===== src/rtl/ps2_kbd_pkg.sv =====
// Shared definitions for the PS/2 keyboard receiver: register offsets,
// status bit positions, receive FSM encoding and a count-saturation helper.
package ps2_kbd_pkg;

  localparam logic [1:0] REG_DATA = 2'd0;
  localparam logic [1:0] REG_STAT = 2'd1;
  localparam logic [1:0] REG_CTRL = 2'd2;

  localparam int AVAIL = 7;
  localparam int OVR   = 6;
  localparam int PERR  = 5;
  localparam int FERR  = 4;

  typedef enum logic [1:0] {
    IDLE   = 2'd0,
    DATA   = 2'd1,
    PARITY = 2'd2,
    STOP   = 2'd3
  } rx_state_t;

  // The status register only has a 4-bit count field.
  function automatic logic [3:0] sat_count(input logic [31:0] c);
    return (c > 32'd15) ? 4'hF : c[3:0];
  endfunction

endpackage


===== src/rtl/ps2_fifo.sv =====
// Synchronous 8-bit scan-code FIFO; the head is always visible on dout.
// A push into a full FIFO is accepted only when a pop happens in the same cycle.
module ps2_fifo #(
  parameter int DEPTH = 8
) (
  input  logic                     clk,
  input  logic                     reset,
  input  logic                     push,
  input  logic                     pop,
  input  logic [7:0]               din,
  output logic [7:0]               dout,
  output logic                     empty,
  output logic                     full,
  output logic [$clog2(DEPTH):0]   count
);

  localparam int AW = $clog2(DEPTH);
  localparam int CW = AW + 1;

  logic [7:0]    mem [DEPTH];
  logic [AW-1:0] wr_ptr_reg;
  logic [AW-1:0] rd_ptr_reg;
  logic [CW-1:0] count_reg;
  logic          do_push;
  logic          do_pop;

  assign empty   = (count_reg == '0);
  assign full    = (count_reg == CW'(DEPTH));
  assign do_pop  = pop & ~empty;
  assign do_push = push & (~full | do_pop);

  always_ff @(posedge clk) begin
    if (do_push) begin
      mem[wr_ptr_reg] <= din;
    end
  end

  always_ff @(posedge clk) begin
    if (reset) begin
      wr_ptr_reg <= '0;
      rd_ptr_reg <= '0;
      count_reg  <= '0;
    end else begin
      if (do_push) wr_ptr_reg <= wr_ptr_reg + AW'(1);
      if (do_pop)  rd_ptr_reg <= rd_ptr_reg + AW'(1);
      case ({do_push, do_pop})
        2'b10:   count_reg <= count_reg + CW'(1);
        2'b01:   count_reg <= count_reg - CW'(1);
        default: count_reg <= count_reg;
      endcase
    end
  end

  assign dout  = mem[rd_ptr_reg];
  assign count = count_reg;

endmodule


===== src/rtl/ps2_kbd_rx.sv =====
// Receive-only PS/2 keyboard port with scan-code FIFO and CPU register interface.
// Optional clock inhibit while the FIFO is full: define PS2_KBD_INHIBIT_EN.
module ps2_kbd_rx #(
  parameter int FIFO_DEPTH  = 8,
  parameter int FILTER_LEN  = 4,
  parameter int TIMEOUT_CYC = 50000
) (
  input  logic       clk,
  input  logic       reset,
  input  logic       ce,
  input  logic       cs,
  input  logic       rw,
  input  logic [1:0] a,
  input  logic [7:0] di,
  output logic [7:0] dout,
  output logic       irq,
  input  logic       kclk,
  input  logic       kd,
  output logic       kclk_oe
);

  import ps2_kbd_pkg::*;

  localparam int FIFO_CW = $clog2(FIFO_DEPTH) + 1;
  localparam int FILT_W  = $clog2(FILTER_LEN + 1);
  localparam int TO_W    = $clog2(TIMEOUT_CYC + 1);

  // Two-flop synchronisers, index 0 = kclk, index 1 = kd.
  logic [1:0] pin_raw;
  logic [1:0] pin_sync;
  assign pin_raw = {kd, kclk};

  for (genvar gi = 0; gi < 2; gi++) begin : g_sync
    logic s1_reg;
    logic s2_reg;
    always_ff @(posedge clk) begin
      if (reset) begin
        s1_reg <= 1'b1;
        s2_reg <= 1'b1;
      end else begin
        s1_reg <= pin_raw[gi];
        s2_reg <= s1_reg;
      end
    end
    assign pin_sync[gi] = s2_reg;
  end

  logic kclk_s;
  logic kd_s;
  assign kclk_s = pin_sync[0];
  assign kd_s   = pin_sync[1];

  logic              filt_reg;
  logic [FILT_W-1:0] filt_cnt_reg;
  logic              fall_reg;

  always_ff @(posedge clk) begin
    if (reset) begin
      filt_reg     <= 1'b1;
      filt_cnt_reg <= '0;
      fall_reg     <= 1'b0;
    end else begin
      fall_reg <= 1'b0;
      if (kclk_s == filt_reg) begin
        filt_cnt_reg <= '0;
      end else if (filt_cnt_reg == FILT_W'(FILTER_LEN - 1)) begin
        filt_reg     <= kclk_s;
        filt_cnt_reg <= '0;
        fall_reg     <= ~kclk_s;
      end else begin
        filt_cnt_reg <= filt_cnt_reg + FILT_W'(1);
      end
    end
  end

  rx_state_t       state_reg, state_next;
  logic [2:0]      bit_cnt_reg, bit_cnt_next;
  logic [7:0]      shift_reg, shift_next;
  logic            par_reg, par_next;
  logic [TO_W-1:0] to_reg, to_next;
  logic            push_reg, push_next;
  logic            perr_set_reg, perr_set_next;
  logic            ferr_set_reg, ferr_set_next;
  logic            parity_ok;
  logic            stop_ok;

  always_ff @(posedge clk) begin
    if (reset) begin
      state_reg    <= IDLE;
      bit_cnt_reg  <= '0;
      shift_reg    <= '0;
      par_reg      <= 1'b0;
      to_reg       <= '0;
      push_reg     <= 1'b0;
      perr_set_reg <= 1'b0;
      ferr_set_reg <= 1'b0;
    end else begin
      state_reg    <= state_next;
      bit_cnt_reg  <= bit_cnt_next;
      shift_reg    <= shift_next;
      par_reg      <= par_next;
      to_reg       <= to_next;
      push_reg     <= push_next;
      perr_set_reg <= perr_set_next;
      ferr_set_reg <= ferr_set_next;
    end
  end

  always_comb begin
    state_next    = state_reg;
    bit_cnt_next  = bit_cnt_reg;
    shift_next    = shift_reg;
    par_next      = par_reg;
    to_next       = '0;
    push_next     = 1'b0;
    perr_set_next = 1'b0;
    ferr_set_next = 1'b0;
    parity_ok     = (^shift_reg) ^ par_reg;
    stop_ok       = kd_s;

    if (state_reg != IDLE && !fall_reg) begin
      to_next = to_reg + TO_W'(1);
    end

    case (state_reg)
      IDLE: begin
        if (fall_reg && !kd_s) begin
          state_next   = DATA;
          bit_cnt_next = '0;
        end
      end
      DATA: begin
        if (fall_reg) begin
          shift_next   = {kd_s, shift_reg[7:1]};
          bit_cnt_next = bit_cnt_reg + 3'd1;
          if (bit_cnt_reg == 3'd7) state_next = PARITY;
        end
      end
      PARITY: begin
        if (fall_reg) begin
          par_next   = kd_s;
          state_next = STOP;
        end
      end
      STOP: begin
        if (fall_reg) begin
          push_next     = parity_ok & stop_ok;
          perr_set_next = ~parity_ok;
          ferr_set_next = ~stop_ok;
          state_next    = IDLE;
        end
      end
      default: state_next = IDLE;
    endcase

    // A stalled keyboard must not wedge the receiver mid-frame.
    if (state_reg != IDLE && !fall_reg && to_reg == TO_W'(TIMEOUT_CYC)) begin
      state_next = IDLE;
      to_next    = '0;
    end
  end

  logic [7:0]         fifo_head;
  logic               fifo_empty;
  logic               fifo_full;
  logic [FIFO_CW-1:0] fifo_count;
  logic               fifo_pop;
  logic               rd_cyc;
  logic               wr_cyc;
  logic               stat_clr;

  assign rd_cyc   = ce & cs & rw;
  assign wr_cyc   = ce & cs & ~rw;
  assign fifo_pop = rd_cyc & (a == REG_DATA) & ~fifo_empty;
  assign stat_clr = wr_cyc & (a == REG_STAT);

  ps2_fifo #(
    .DEPTH (FIFO_DEPTH)
  ) u_fifo (
    .clk   (clk),
    .reset (reset),
    .push  (push_reg),
    .pop   (fifo_pop),
    .din   (shift_reg),
    .dout  (fifo_head),
    .empty (fifo_empty),
    .full  (fifo_full),
    .count (fifo_count)
  );

  logic ovr_reg;
  logic perr_reg;
  logic ferr_reg;
  logic irq_en_reg;
  logic irq_reg;

  // Set terms are OR'd after the clear so a same-cycle set wins.
  always_ff @(posedge clk) begin
    if (reset) begin
      ovr_reg    <= 1'b0;
      perr_reg   <= 1'b0;
      ferr_reg   <= 1'b0;
      irq_en_reg <= 1'b0;
      irq_reg    <= 1'b0;
    end else begin
      ovr_reg  <= (push_reg & fifo_full & ~fifo_pop) | (ovr_reg & ~(stat_clr & di[OVR]));
      perr_reg <= perr_set_reg | (perr_reg & ~(stat_clr & di[PERR]));
      ferr_reg <= ferr_set_reg | (ferr_reg & ~(stat_clr & di[FERR]));
      if (wr_cyc && a == REG_CTRL) irq_en_reg <= di[0];
      irq_reg <= irq_en_reg & ~fifo_empty;
    end
  end

  logic [7:0] stat;
  always_comb begin
    stat        = '0;
    stat[AVAIL] = ~fifo_empty;
    stat[OVR]   = ovr_reg;
    stat[PERR]  = perr_reg;
    stat[FERR]  = ferr_reg;
    stat[3:0]   = sat_count(32'(fifo_count));
  end

  always_comb begin
    dout = 8'h00;
    case (a)
      REG_DATA: dout = fifo_empty ? 8'h00 : fifo_head;
      REG_STAT: dout = stat;
      REG_CTRL: dout = {7'b0, irq_en_reg};
      default:  dout = 8'h00;
    endcase
  end

  assign irq = irq_reg;

`ifdef PS2_KBD_INHIBIT_EN
  assign kclk_oe = fifo_full & (state_reg == IDLE);
`else
  assign kclk_oe = 1'b0;
`endif

  logic unused_di;
  assign unused_di = ^{di[7], di[3:1]};

endmodule


===== config.mk =====
export PLATFORM = sky130hd
export DESIGN_NAME = ps2_kbd_rx
export DESIGN_NICKNAME = d
export VERILOG_FILES = /design/src/rtl/ps2_kbd_pkg.sv /design/src/rtl/ps2_fifo.sv /design/src/rtl/ps2_kbd_rx.sv
export SDC_FILE = /design/constraint.sdc
export NUM_CORES = 1
export LEC_CHECK = 0
export ABC_CLOCK_PERIOD_IN_PS = 3750
export BUFFER_PORTS_ARGS = -buffer_cell sky130_fd_sc_hd__buf_2
export CAP_MARGIN = 20
export CORE_MARGIN = 5
export CORE_UTILIZATION = 60
export DETAILED_ROUTE_END_ITERATION = 6
export GPL_TIMING_DRIVEN = 0
export MAX_ROUTING_LAYER = met4
export PLACE_DENSITY = 0.78
export SYNTH_ARGS = -nofsm -noshare
export SYNTH_HDL_FRONTEND = slang
export SYNTH_SLANG_ARGS = --single-unit
export TNS_END_PERCENT = 100

===== constraint.sdc =====
create_clock -name clk -period 3.75 [get_ports clk]
set_clock_uncertainty 0.2 [all_clocks]
set_input_delay 0.375 -clock clk [delete_from_list [all_inputs] [get_ports clk]]
set_output_delay 0.375 -clock clk [all_outputs]
set_load 0.1 [all_outputs]

==> Word level (Yosys, flattened, before mapping) <==
Memory sizes are Yosys's and may differ from the RTL's. A register that Yosys moved wholly into a read port is not among the register bits.
Index checks and enable logic that the tools add are counted.
{ "classes": {"bitwise": 38, "reduce_logical": 23, "mux": 16, "eq_ne": 17, "add_sub_neg": 7} }
{ "ops": {"columns": ["op", "n"], "rows": [
  ["one-hot mux 8 bit (3 select lines)", 1],
  ["bitwise AND 1 bit", 18],
  ["adder 16 x 1 -> 16 bit, second input constant", 1],
  ["== test 16 bit, second input constant", 1],
  ["inverter 1 bit", 15],
  ["adder 3 x 1 -> 3 bit, second input constant", 4],
  ["2-to-1 mux 3 bit", 4],
  ["OR reduction 3 bit", 4],
  ["2-to-1 mux 2 bit", 5],
  ["inequality test 2 bit, second input constant", 5],
  ["== test 2 bit, second input constant", 4],
  ["2-to-1 mux 8 bit", 1],
  ["one-hot mux 2 bit (4 select lines)", 1],
  ["one-hot mux 4 bit (2 select lines)", 1],
  ["XOR reduction 8 bit", 1],
  ["== test 2 x 1 -> 1 bit, second input constant", 3],
  ["one-hot mux 3 bit (2 select lines)", 1],
  ["AND reduction 2 bit", 3],
  ["nonzero test 2 bit", 3],
  ["AND reduction 5 bit", 1],
  ["adder 4 x 1 -> 4 bit, second input constant", 1],
  ["== test 4 bit, second input constant", 1],
  ["logical AND 1 bit", 4],
  ["logical NOT 2 bit", 2],
  ["other kinds (11)", 16]
]} }
{ "totals": {"mem_count": 1, "output_inout_bits": 10, "mem_bits_rw": 64, "input_bits": 17, "ff_bits": 57} }
{ "memory_table": {"columns": ["name", "words", "width", "read_ports", "rd_clocked_by_memory_dff", "wr", "line_no", "rtl"], "rows": [
  ["u_fifo.mem", 8, 8, 1, 1, 1, "ps2_fifo.sv:20", "logic [7:0] mem [DEPTH];"]
]} }

==> Longest topological paths before layout <==
{ "depth": {"word_depth": 9, "mapped_depth": 12} }

==> Hierarchy <==
Synthesis repeated with hierarchy kept, for this count alone.
{ "unflattened": {"hier_cells": 424, "area_unflattened_um2": 5385.2} }
{ "modules_own_cells": {"columns": ["module", "seq_area_each_um2", "cells_per_inst", "area_each_um2", "instances"], "rows": [
  ["ps2_fifo", 2182.1, 176, 3203.1, 1],
  ["ps2_kbd_rx", 940.9, 248, 2182.1, 1]
]} }

==> Least setup slack after synthesis <==
No wires, ideal clock.
{ "synth_path": {"path_kind": "register -> output", "startpoint": "register with a tool-made name", "endpoint": "output port dout[2]", "arrival_time_ps": 3319, "required_time_ps": 3175, "slack_ps": -144, "stages_incl_launch_ff": 6, "path_cell_list": "dfxtp_1 > buf_1 > buf_1 > mux4_2 > mux2i_1 > o21ai_0"} }
{ "synth_rtl": {"columns": ["item", "line_no", "rtl"], "rows": [
  ["end: declaration", "ps2_kbd_rx.sv:15", "output logic [7:0] dout,"]
]} }

==> impl_metrics.csv <==
group,metric,value,unit
sta,hold_viol,0,
global_routing,antenna_found_initial,0,
logic_synthesis,synthTopCellsByArea,"edfxtp_1 (37%), dfxtp_1 (23%), mux4_2 (6.9%)",
setup_path,required,3.17,ns
sta,fmax,292,MHz
run,maxCapViolations,0,
floorplan,initial_core_util,60.8,%
worst_hold_path,hold_path.class,"primary input to flip-flop",
setup_path,crit_family,"buffers and inverters",
setup_path,endpoint_kind,"output port",
cells_and_area,mostFrequentLayoutCells,"edfxtp_1 (64), dfxtp_1 (60), nor2_1 (37)",
cts,clockBufferDepth,2,
cells_and_area,design_area,6100,um^2
sta,setup_tns,0,ns
sta,worst_pin_slew,0.789,ns
logic_synthesis,yosys_register_bits,124,
setup_path,regToRegStartpoint,"u_fifo.count[1]",
floorplan,rows,34,
drt,vias_per_cell,5.77,
logic_synthesis,yosysSeqAreaShare,59.5,%
setup_path,crit_top_cell,"buf_1",
drt,wire_per_inst,17.5,um
sta,finalMaxSlewViolations,0,
sta,fin_crit_sh,91.3,%
setup_path,reg2reg_to,"u_fifo.count[2]",
logic_synthesis,synth.avg_cell_area,12.5,um^2
floorplan,die_width,104,um
logic_synthesis,synth_edf_count,64,
placed_design,numPortBuffers,21,
drt,drt-initial-drc-count,159,
sta,setup_viol,0,
drt,drtPass1Iterations,4,
cells_and_area,drive_above_1_share,18.0,%
drt,ant_nets,0,
cts,cts_made_buffers,17,
cts,cts_resized,0,
drt,drc,0,
placed_design,placed_area,5530,um^2
status,status,"complete, no violations",
setup_path,ff2ff_path_depth,12,
setup_path,cp_slowest_cell,"buf_1",
logic_synthesis,synth_top_area_share,36.6,%
worst_hold_path,whs_path_depth,3,
sta,rsz0062_at_grt,"no",
floorplan,fp.dieH,104,um
logic_synthesis,synth.distinct_cells,54,
cts,clk_pin_slew,0.05,ns
floorplan,io_pins,27,
placed_design,globalplace.congestion,0.834,
setup_path,path_cells,"buf_1, buf_1, mux4_2, mux2i_1, o21ai_1, buf_2",
cells_and_area,area_growth,16.1,%
placed_design,place.detailed.hpwl,7130,um
drt,vias,3416,
setup_path,rrSetupSlack,0.81,ns
logic_synthesis,synth_top_cell_by_area,"edfxtp_1",
power,leakagePower,0.00219,uW
setup_path,arrival,2.85,ns
global_routing,grt_pass1_vias,3393,
setup_path,critPathLaunchType,"flip-flop",
floorplan,coreArea,8640,um^2
cts,htreeDepth,4,
logic_synthesis,synth_warnings,0,
power,ir_drop,331,uV
cts,cts-root-buf,"clkbuf_8",
setup_path,worstPathMaxFanout,10,
cells_and_area,nets,503,
cells_and_area,largest_reg_flops,64,
logic_synthesis,syn-instance-count,420,
cells_and_area,diodes,0,
power,power.total,2970,uW
setup_path,criticalPathCategory,"flip-flop to output port",
logic_synthesis,async_reset_ff_share,0,%
setup_path,slowest_delay,0.59,ns
cts,post-cts-setup-buffer-count,0,
logic_synthesis,netlist_area,5250,um^2
floorplan,die-area,10700,um^2
setup_path,cp.depth,6,
global_routing,grt_pass1_wl,17000,um
worst_hold_path,hold_start,"reset",
global_routing,gr-total-overflow,0,
power,power_density,487,nW/um^2
logic_synthesis,synth_nets,452,
cts,cts.sinks,124,
cts,tritoncts,"built",
cts,hold_buffers,6,
sta,period_minus_slack,3.42,ns
global_routing,grt_max_degree,17,
logic_synthesis,ys.flop_type,"edfxtp_1",
sta,maxSlewHeadroom,47.2,%
cts,clock_latency,0.52,ns
global_routing,track_usage,20.8,%
setup_path,crit_buf_inv,3,
drt,wl,10400,um
setup_path,crit_end,"dout[6]",
cells_and_area,layout_commonest_cell,"edfxtp_1",
cells_and_area,final_util,70.6,%
Yosys cell counts (2+ instances only):
master	count
edfxtp_1	64
dfxtp_1	60
nor2_1	37
nand2_1	25
nand3_1	22
a21oi_1	19
mux4_2	16
ha_1	15
o21ai_0	14
inv_1	13
mux2i_1	13
nor2b_1	12
xnor2_1	12
xor2_1	11
nor3_1	10
clkbuf_1	9
or3_1	7
or2_2	5
nand4_1	4
buf_1	3
buf_2	3
nand2b_1	3
a211o_1	2
a22oi_1	2
and2_1	2
buf_4	2
mux2_2	2
nand4b_1	2
nor3b_1	2
nor4_1	2
nor4_2	2
o211a_1	2
or4_1	2
cell families after synthesis:
| kind of cell | Yosys count | synth area share (%) |
|---|---|---|
| AOI/OAI and AO/OA | 47 | 5.36 |
| xor gates and xnor gates | 24 | 4.26 |
| adders and majority gates | 15 | 3.57 |
| buffers and inverters | 31 | 2.57 |
| DFF | 124 | 59.5 |
| muxes | 31 | 9.77 |
| other | 1 | 0.0714 |
| and+or+nand+nor | 147 | 14.9 |
tightest hold or removal path, stage by stage:
cell and delay [ns]:
buf_2 0.13, nor2b_1 0.10, mux2_2 0.14
metrics by stage:
step           std cells  setup WS (ns)  hold slack (ns)
2_1_floorplan        420          0.181            0.189
5_1_grt              592          0.169           0.0713
6_report             592          0.325           0.0705
3_5_place_dp         554          0.810            0.195
4_1_cts              592          0.299           0.0655
3_3_place_gp         549          0.418            0.192
power by group:
part | internal (uW) | leakage (uW) | total (uW) | switching, uW
clock network | 856 | 0.000247 | 1390 | 538
logic | 55.4 | 0.000865 | 136 | 80.9
registers | 1420 | 0.00108 | 1440 | 12.9
area by class of cell:
type	instances	area, um^2
buffer	18	86.3
clock buffer	20	425
clock inverter	12	80.1
fill	595	2540
inverter	13	48.8
multi-input combinational	265	2000
sequential	124	3120
tap	108	135
timing repair buffer	32	198
layer usage:
layer	share of wire (%)	up-vias	track usage, %
met5	0	-	-
met4	1.2	0	6.65
met3	4.8	14	5.78
met2	52	79	34.5
met1	42	1689	24.5
li1	-	1634	-
worst min-delay path by stage:
stage / endpoint / slack, ns
after global routing: u_fifo.wr_ptr_reg[2] / 0.07
after floorplan: g_sync[0].s2_reg / 0.19
final: u_fifo.wr_ptr_reg[2] / 0.07
after detailed placement: g_sync[1].s2_reg / 0.19
after global placement: g_sync[1].s2_reg / 0.19
after CTS: u_fifo.wr_ptr_reg[2] / 0.07
(Power assumes the default switching activity.)
